<file path="src/rtl/seg_scan_if.sv">
// Bus between display registers and the seven-segment scan driver.
// The datapath side is the master; the scan driver is the slave.
interface seg_scan_if #(
  parameter int unsigned DIGITS = 4
);
  logic [4*DIGITS-1:0] data_in;
  logic                load;
  logic [DIGITS-1:0]   dp_in;
  logic                hex_mode;
  logic                lzb_en;
  logic [DIGITS-1:0]   blink_mask;
  logic [6:0]          seg_n;
  logic                dp_n;
  logic [DIGITS-1:0]   dig_n;

  modport master (
    output data_in, load, dp_in, hex_mode, lzb_en, blink_mask,
    input  seg_n, dp_n, dig_n
  );

  modport slave (
    input  data_in, load, dp_in, hex_mode, lzb_en, blink_mask,
    output seg_n, dp_n, dig_n
  );
endinterface

</file>
<file path="src/rtl/seg_scan_driver.sv">
// Time-multiplexed common-anode seven-segment driver: shadowed nibble word,
// hex/decimal decode, leading-zero blanking, per-digit blink and decimal points.
module seg_scan_driver #(
  parameter int unsigned DIGITS       = 4,
  parameter int unsigned DIV          = 50000,
  parameter int unsigned BLINK_FRAMES = 25
) (
  input logic       clk,
  input logic       rst_n,
  seg_scan_if.slave bus
);
  localparam int unsigned PRE_W = (DIV > 1) ? $clog2(DIV) : 1;
  localparam int unsigned IDX_W = (DIGITS > 1) ? $clog2(DIGITS) : 1;
  localparam int unsigned FRM_W = (BLINK_FRAMES > 1) ? $clog2(BLINK_FRAMES) : 1;
  localparam int unsigned SHD_W = 4 * DIGITS;

  logic [PRE_W-1:0]  pre;
  logic [IDX_W-1:0]  idx;
  logic [SHD_W-1:0]  shd;
  logic [FRM_W-1:0]  frm;
  logic              bph;

  logic              tick_c;
  logic              frame_end_c;
  logic [3:0]        nib_c;
  logic              dp_c;
  logic              bm_c;
  logic              zf_c;
  logic [DIGITS-1:0] zero_from_c;
  logic              lzb_c;
  logic              blink_c;
  logic [6:0]        pat_c;

  function automatic logic [6:0] decode(input logic [3:0] n, input logic hex);
    logic [6:0] p;
    case (n)
      4'h0: p = 7'h3F;
      4'h1: p = 7'h06;
      4'h2: p = 7'h5B;
      4'h3: p = 7'h4F;
      4'h4: p = 7'h66;
      4'h5: p = 7'h6D;
      4'h6: p = 7'h7D;
      4'h7: p = 7'h07;
      4'h8: p = 7'h7F;
      4'h9: p = 7'h6F;
      4'hA: p = 7'h77;
      4'hB: p = 7'h7C;
      4'hC: p = 7'h39;
      4'hD: p = 7'h5E;
      4'hE: p = 7'h79;
      default: p = 7'h71;
    endcase
    if (!hex && (n > 4'd9)) p = 7'h00;
    return p;
  endfunction

  assign tick_c      = (pre == PRE_W'(DIV - 1));
  assign frame_end_c = tick_c && (idx == IDX_W'(DIGITS - 1));

  // zero_from_c[i] is set when nibbles i..DIGITS-1 of the shadow are all zero
  always_comb begin
    logic run;
    zero_from_c = '0;
    run         = 1'b1;
    for (int i = int'(DIGITS) - 1; i >= 0; i--) begin
      run            = run && (shd[4*i +: 4] == 4'd0);
      zero_from_c[i] = run;
    end
  end

  // Per-digit selection for the digit currently being driven
  always_comb begin
    nib_c = '0;
    dp_c  = 1'b0;
    bm_c  = 1'b0;
    zf_c  = 1'b0;
    for (int i = 0; i < int'(DIGITS); i++) begin
      if (idx == IDX_W'(i)) begin
        nib_c = shd[4*i +: 4];
        dp_c  = bus.dp_in[i];
        bm_c  = bus.blink_mask[i];
        zf_c  = zero_from_c[i];
      end
    end
  end

  assign lzb_c   = bus.lzb_en && zf_c && (idx != '0);
  assign blink_c = bph && bm_c;
  assign pat_c   = decode(nib_c, bus.hex_mode);

  always_ff @(posedge clk or negedge rst_n) begin
    if (!rst_n) begin
      pre       <= '0;
      idx       <= '0;
      shd       <= '0;
      frm       <= '0;
      bph       <= 1'b0;
      bus.seg_n <= 7'h7F;
      bus.dp_n  <= 1'b1;
      bus.dig_n <= '1;
    end else begin
      pre <= tick_c ? '0 : pre + PRE_W'(1);
      if (tick_c) begin
        idx <= (idx == IDX_W'(DIGITS - 1)) ? '0 : idx + IDX_W'(1);
      end
      // Blink phase advances once per BLINK_FRAMES complete frames
      if (frame_end_c) begin
        if (frm == FRM_W'(BLINK_FRAMES - 1)) begin
          frm <= '0;
          bph <= ~bph;
        end else begin
          frm <= frm + FRM_W'(1);
        end
      end
      if (bus.load) shd <= bus.data_in;
      bus.dig_n <= ~(DIGITS'(1) << idx);
      bus.seg_n <= (lzb_c || blink_c) ? 7'h7F : ~pat_c;
      bus.dp_n  <= blink_c ? 1'b1 : ~dp_c;
    end
  end
endmodule

</file>
<file path="src/flat_wrapper.sv">
// flat-port wrapper written by rule: the top's interface ports become plain ports
module seg_scan_driver_flat 
#(
  parameter int unsigned DIGITS       = 4,
  parameter int unsigned DIV          = 50000,
  parameter int unsigned BLINK_FRAMES = 25
)
  (clk, rst_n, bus_data_in, bus_load, bus_dp_in, bus_hex_mode, bus_lzb_en, bus_blink_mask, bus_seg_n, bus_dp_n, bus_dig_n);
  seg_scan_if #(.DIGITS(DIGITS)) bus_i ();
  input logic clk;
  input logic rst_n;
  input wire logic [$bits(bus_i.data_in)-1:0] bus_data_in;
  input wire logic [$bits(bus_i.load)-1:0] bus_load;
  input wire logic [$bits(bus_i.dp_in)-1:0] bus_dp_in;
  input wire logic [$bits(bus_i.hex_mode)-1:0] bus_hex_mode;
  input wire logic [$bits(bus_i.lzb_en)-1:0] bus_lzb_en;
  input wire logic [$bits(bus_i.blink_mask)-1:0] bus_blink_mask;
  output wire logic [$bits(bus_i.seg_n)-1:0] bus_seg_n;
  output wire logic [$bits(bus_i.dp_n)-1:0] bus_dp_n;
  output wire logic [$bits(bus_i.dig_n)-1:0] bus_dig_n;
  assign bus_i.data_in = bus_data_in;
  assign bus_i.load = bus_load;
  assign bus_i.dp_in = bus_dp_in;
  assign bus_i.hex_mode = bus_hex_mode;
  assign bus_i.lzb_en = bus_lzb_en;
  assign bus_i.blink_mask = bus_blink_mask;
  assign bus_seg_n = bus_i.seg_n;
  assign bus_dp_n = bus_i.dp_n;
  assign bus_dig_n = bus_i.dig_n;
  seg_scan_driver #(.DIGITS(DIGITS), .DIV(DIV), .BLINK_FRAMES(BLINK_FRAMES)) u_core (.clk(clk), .rst_n(rst_n), .bus(bus_i));
endmodule
</file>
<file path="config.mk">
export PLATFORM = sky130hd
export DESIGN_NAME = seg_scan_driver_flat
export DESIGN_NICKNAME = d
export VERILOG_FILES = /design/src/rtl/seg_scan_if.sv /design/src/rtl/seg_scan_driver.sv /design/src/flat_wrapper.sv
export SDC_FILE = /design/constraint.sdc
export NUM_CORES = 1
export LEC_CHECK = 0
export CAP_MARGIN = 15
export CORE_MARGIN = 2
export CORE_UTILIZATION = 48
export DETAILED_ROUTE_END_ITERATION = 12
export HOLD_SLACK_MARGIN = 0.05
export PLACE_DENSITY = 0.75
export SETUP_SLACK_MARGIN = 0.1
export SLEW_MARGIN = 20
export SYNTH_ARGS = -nofsm -noshare
export SYNTH_HDL_FRONTEND = slang
export SYNTH_SLANG_ARGS = --single-unit
</file>
<file path="constraint.sdc">
create_clock -name clk -period 2.4 [get_ports clk]
set_clock_uncertainty 0.15 [all_clocks]
set_input_delay 0.36 -clock clk [delete_from_list [all_inputs] [get_ports clk]]
set_output_delay 0.36 -clock clk [all_outputs]
set_load 0.005 [all_outputs]
</file>
==> flow_summary.json, run 1 <==
{
  "synth.lib_cells_used.distinct": 48,
  "tightestPinTransition_ps": 632,
  "irDropWorstVdd_mv": 0.317,
  "use_met3_pct": 4.37,
  "yosys-top-cells-area": "dfrtp_1 (38%), dfstp_2 (12%), mux2_2 (7.7%), ha_1 (6.2%), nand3_1 (3.8%)",
  "dp.cells": 359,
  "synth_enable_flop_cells": 0,
  "layout.cells.most_common": "clkdlybuf4s50_1",
  "drt_first_iter_violations": 121,
  "final-max-slew-violation-count": 0,
  "htree_levels": 2,
  "clk_path_buf_depth": 2,
  "global_router_s_overall_resource_usage_pct": 19.3,
  "clock_tree_from_tritoncts": "done",
  "chipWidth_um": 78.1,
  "num-nets-final": 351,
  "synth-seq-area-share_pct": 49.9,
  "gr-usage-met1_pct": 27.3,
  "clock-root-buffer": "clkbuf_8",
  "grt_first_pass_wirelength_mm": 9.31,
  "placementRows": 26,
  "syn_inst": 249,
  "crit_path_top_delay_cell": "dfrtp_2",
  "grt_start_max_net_pins": 53,
  "ys.warnings.count": 0,
  "layout_worst_path_cycle_share_pct": 95.8,
  "dp_hpwl_mm": 3.86,
  "die_height_um": 78.1,
  "path_buf_inv": 2,
  "setup.reg_to_reg.worst_slack_ps": 100,
  "crit_path_max_incr_delay_ps": 460,
  "cts.reportedPaths.clkPinSlew_ps": 90,
  "per_cell_routed_wire_length_um": 14.6,
  "routed-via-count": 2035,
  "path_max_fanout": 7,
  "result_of_the_run": "completed",
  "period_minus_slack_ps": 2300,
  "mappedNetlistArea_um2": 2640,
  "max_clock_freq_mhz": 435,
  "pnr_total_power_mw": 1.81,
  "synth_top_area_share_pct": 38.0,
  "gpl.final_weighted_congestion": 0.917,
  "antenna_cells": 0,
  "layout-drive-gt1-share_pct": 28.4,
  "powerDensity_nw_per_um2": 507,
  "path_delay_family": "compound AO/OA/AOI/OAI gates",
  "flow.area_growth_from_synthesis_pct": 35.2,
  "synth_area_leader": "dfrtp_1",
  "cts.sinks": 52,
  "critPathArrivalTime_ps": 2380,
  "grt_overflow": 0,
  "max-cap-violations": 0,
  "yosys_register_bits": 52,
  "worstSetupStartpointType": "register",
  "dominant_synthesized_flop_cell": "dfrtp_1",
  "synthArstFlopShare_pct": 100,
  "postRouteAntennaNets": 0,
  "hold_violations": 0,
  "hold_path_class": "reg -> reg",
  "mostFrequentLayoutCells": "clkdlybuf4s50_1 (39), dfrtp_1 (38), nand2_1 (21)",
  "tritoncts.num_buffers": 5,
  "total_leakage_power_nw": 1.48,
  "drc": 0,
  "wl_mm": 5.56,
  "syn_area_per_cell_um2": 10.6,
  "post_layout_nonfiller_instances": 380,
  "setup_violations": 0,
  "port-buffer-count": 40,
  "mappedNetlistNets": 291,
  "grt-busiest-layer": "met2",
  "start_util_pct": 50.7,
  "firstDrtPassIters": 4,
  "setup_repair_after_global_routing_missed_its_margin": "yes",
  "max_slew_margin_pct": 57.9,
  "ios": 41,
  "n_fill_cell": 409,
  "antenna_found_initial": 0,
  "core_area_um2": 5200,
  "crit_path_cell_trace": "buf_12, ha_4, o211ai_1, o221ai_4, ha_4, inv_4, a22oi_2, o311a_4, o211ai_1",
  "vias_per_cell": 5.36,
  "clk-insertion-delay-late_ps": 300,
  "cp-end-kind": "register",
  "worst-endpoint-required_ps": 2480,
  "gr_util_met2_pct": 29.4,
  "first_global_vias": 2021,
  "die_area_um2": 6100,
  "timing_worst_setup_path_type": "reg -> reg"
}
[flip-flops by register name (all words and copies together), names as in the netlist]
name	cells
u_core.bph	1
u_core.idx	2
u_core.bus.dp_n	1
u_core.pre	16
u_core.bus.seg_n	7
u_core.shd	16
u_core.bus.dig_n	4
u_core.frm	5
[cells in the mapped netlist (4+ instances only)]
library cell / n
nand2_1: 21
o211ai_1: 7
a21oi_1: 4
mux2_2: 18
xnor2_1: 7
dfrtp_1: 40
xor2_1: 8
dfstp_2: 12
nand2b_1: 4
o21ai_0: 8
nand3_1: 20
inv_1: 13
ha_1: 13
nor2_1: 21
[metal layers]
layer,vias up,part of all wire [%],wire [um]
met2,58,46,2550
met4,0,1.5,83
li1,992,-,-
met3,7,4.9,273
met5,-,0,0
met1,978,48,2660
[cell families (layout without fill, tap and decap cells)]
kind of cell / after synthesis / count (layout) / share of synthesized area, %
AOI/OAI and AO/OA: 38 / 38 / 10.1
xor gates and xnor gates: 15 / 15 / 4.98
adders and majority gates: 13 / 13 / 6.17
buffers and inverters: 20 / 81 / 2.99
DFF: 52 / 52 / 49.9
muxes: 20 / 20 / 8.63
and+or+nand+nor: 91 / 91 / 17.2
[through the flow]
step           worst slack (ps)  hold slack [ps]  area, um^2  setup TNS, ps  util (%)
3_3_place_gp               35.9              315        3280              0      63.0
2_1_floorplan              79.3            -85.6        2780              0         -
3_5_place_dp              -36.4              332        3280           -166      63.0
4_1_cts                    89.7              345        3520              0      67.6
6_report                    101              343        3570              0      68.5
5_1_grt                    18.7              356        3570              0      68.5
[power breakdown]
| group | switching (mW) | internal [mW] |
|---|---|---|
| combinational | 0.137 | 0.184 |
| sequential | 0.0343 | 0.944 |
| clock | 0.276 | 0.235 |
[cell type report]
class / instances / area (um^2) / area share (%)
Multi-Input combinational cell: 177 / 1440 / 40.4
Sequential cell: 52 / 1320 / 37.0
Timing Repair Buffer: 60 / 561 / 15.7
Clock inverter: 1 / 7.51 / 0.211
Clock buffer: 7 / 86.3 / 2.42
Tap cell: 70 / 87.6 / 2.46
Inverter: 13 / 63.8 / 1.79
[final timing paths]
| check | start | endpoint | cells past startpoint |
|---|---|---|---|
| max | u_core.idx[0] | u_core.bus.seg_n[2] | 9 |
| min | u_core.frm[4] | u_core.frm[4] | 1 |
| max reg2reg | u_core.idx[0] | u_core.bus.seg_n[2] | 9 |
| min reg2reg | u_core.frm[4] | u_core.frm[4] | 1 |
| max in group asynchronous | rst_n | u_core.idx[0] | 3 |
| min in group asynchronous | rst_n | u_core.frm[1] | 3 |
[timing repair]
item | CTS | global route
setup endpoints to repair | 7 | 7
pin swaps | 9 | 12
gates resized for setup | 12 | 7
buffers inserted | 10 | 2
hold buffers | 1 | 0
endpoints found under the hold margin | 40 | 0
Note: power is estimated with default switching activity, not from simulation.
==> run 2, diff against run 1 <==
--- a/config.mk
+++ b/config.mk
@@ -5,9 +5,11 @@
 export SDC_FILE = /design/constraint.sdc
 export NUM_CORES = 1
 export LEC_CHECK = 0
+export ABC_CLOCK_PERIOD_IN_PS = 2400
 export CAP_MARGIN = 15
 export CORE_MARGIN = 2
 export CORE_UTILIZATION = 48
+export CTS_CLUSTER_SIZE = 20
 export DETAILED_ROUTE_END_ITERATION = 12
 export HOLD_SLACK_MARGIN = 0.05
 export PLACE_DENSITY = 0.75
==> results of run 2 <==
No change in the layout: final DEF, timing and power equal those of run 1.
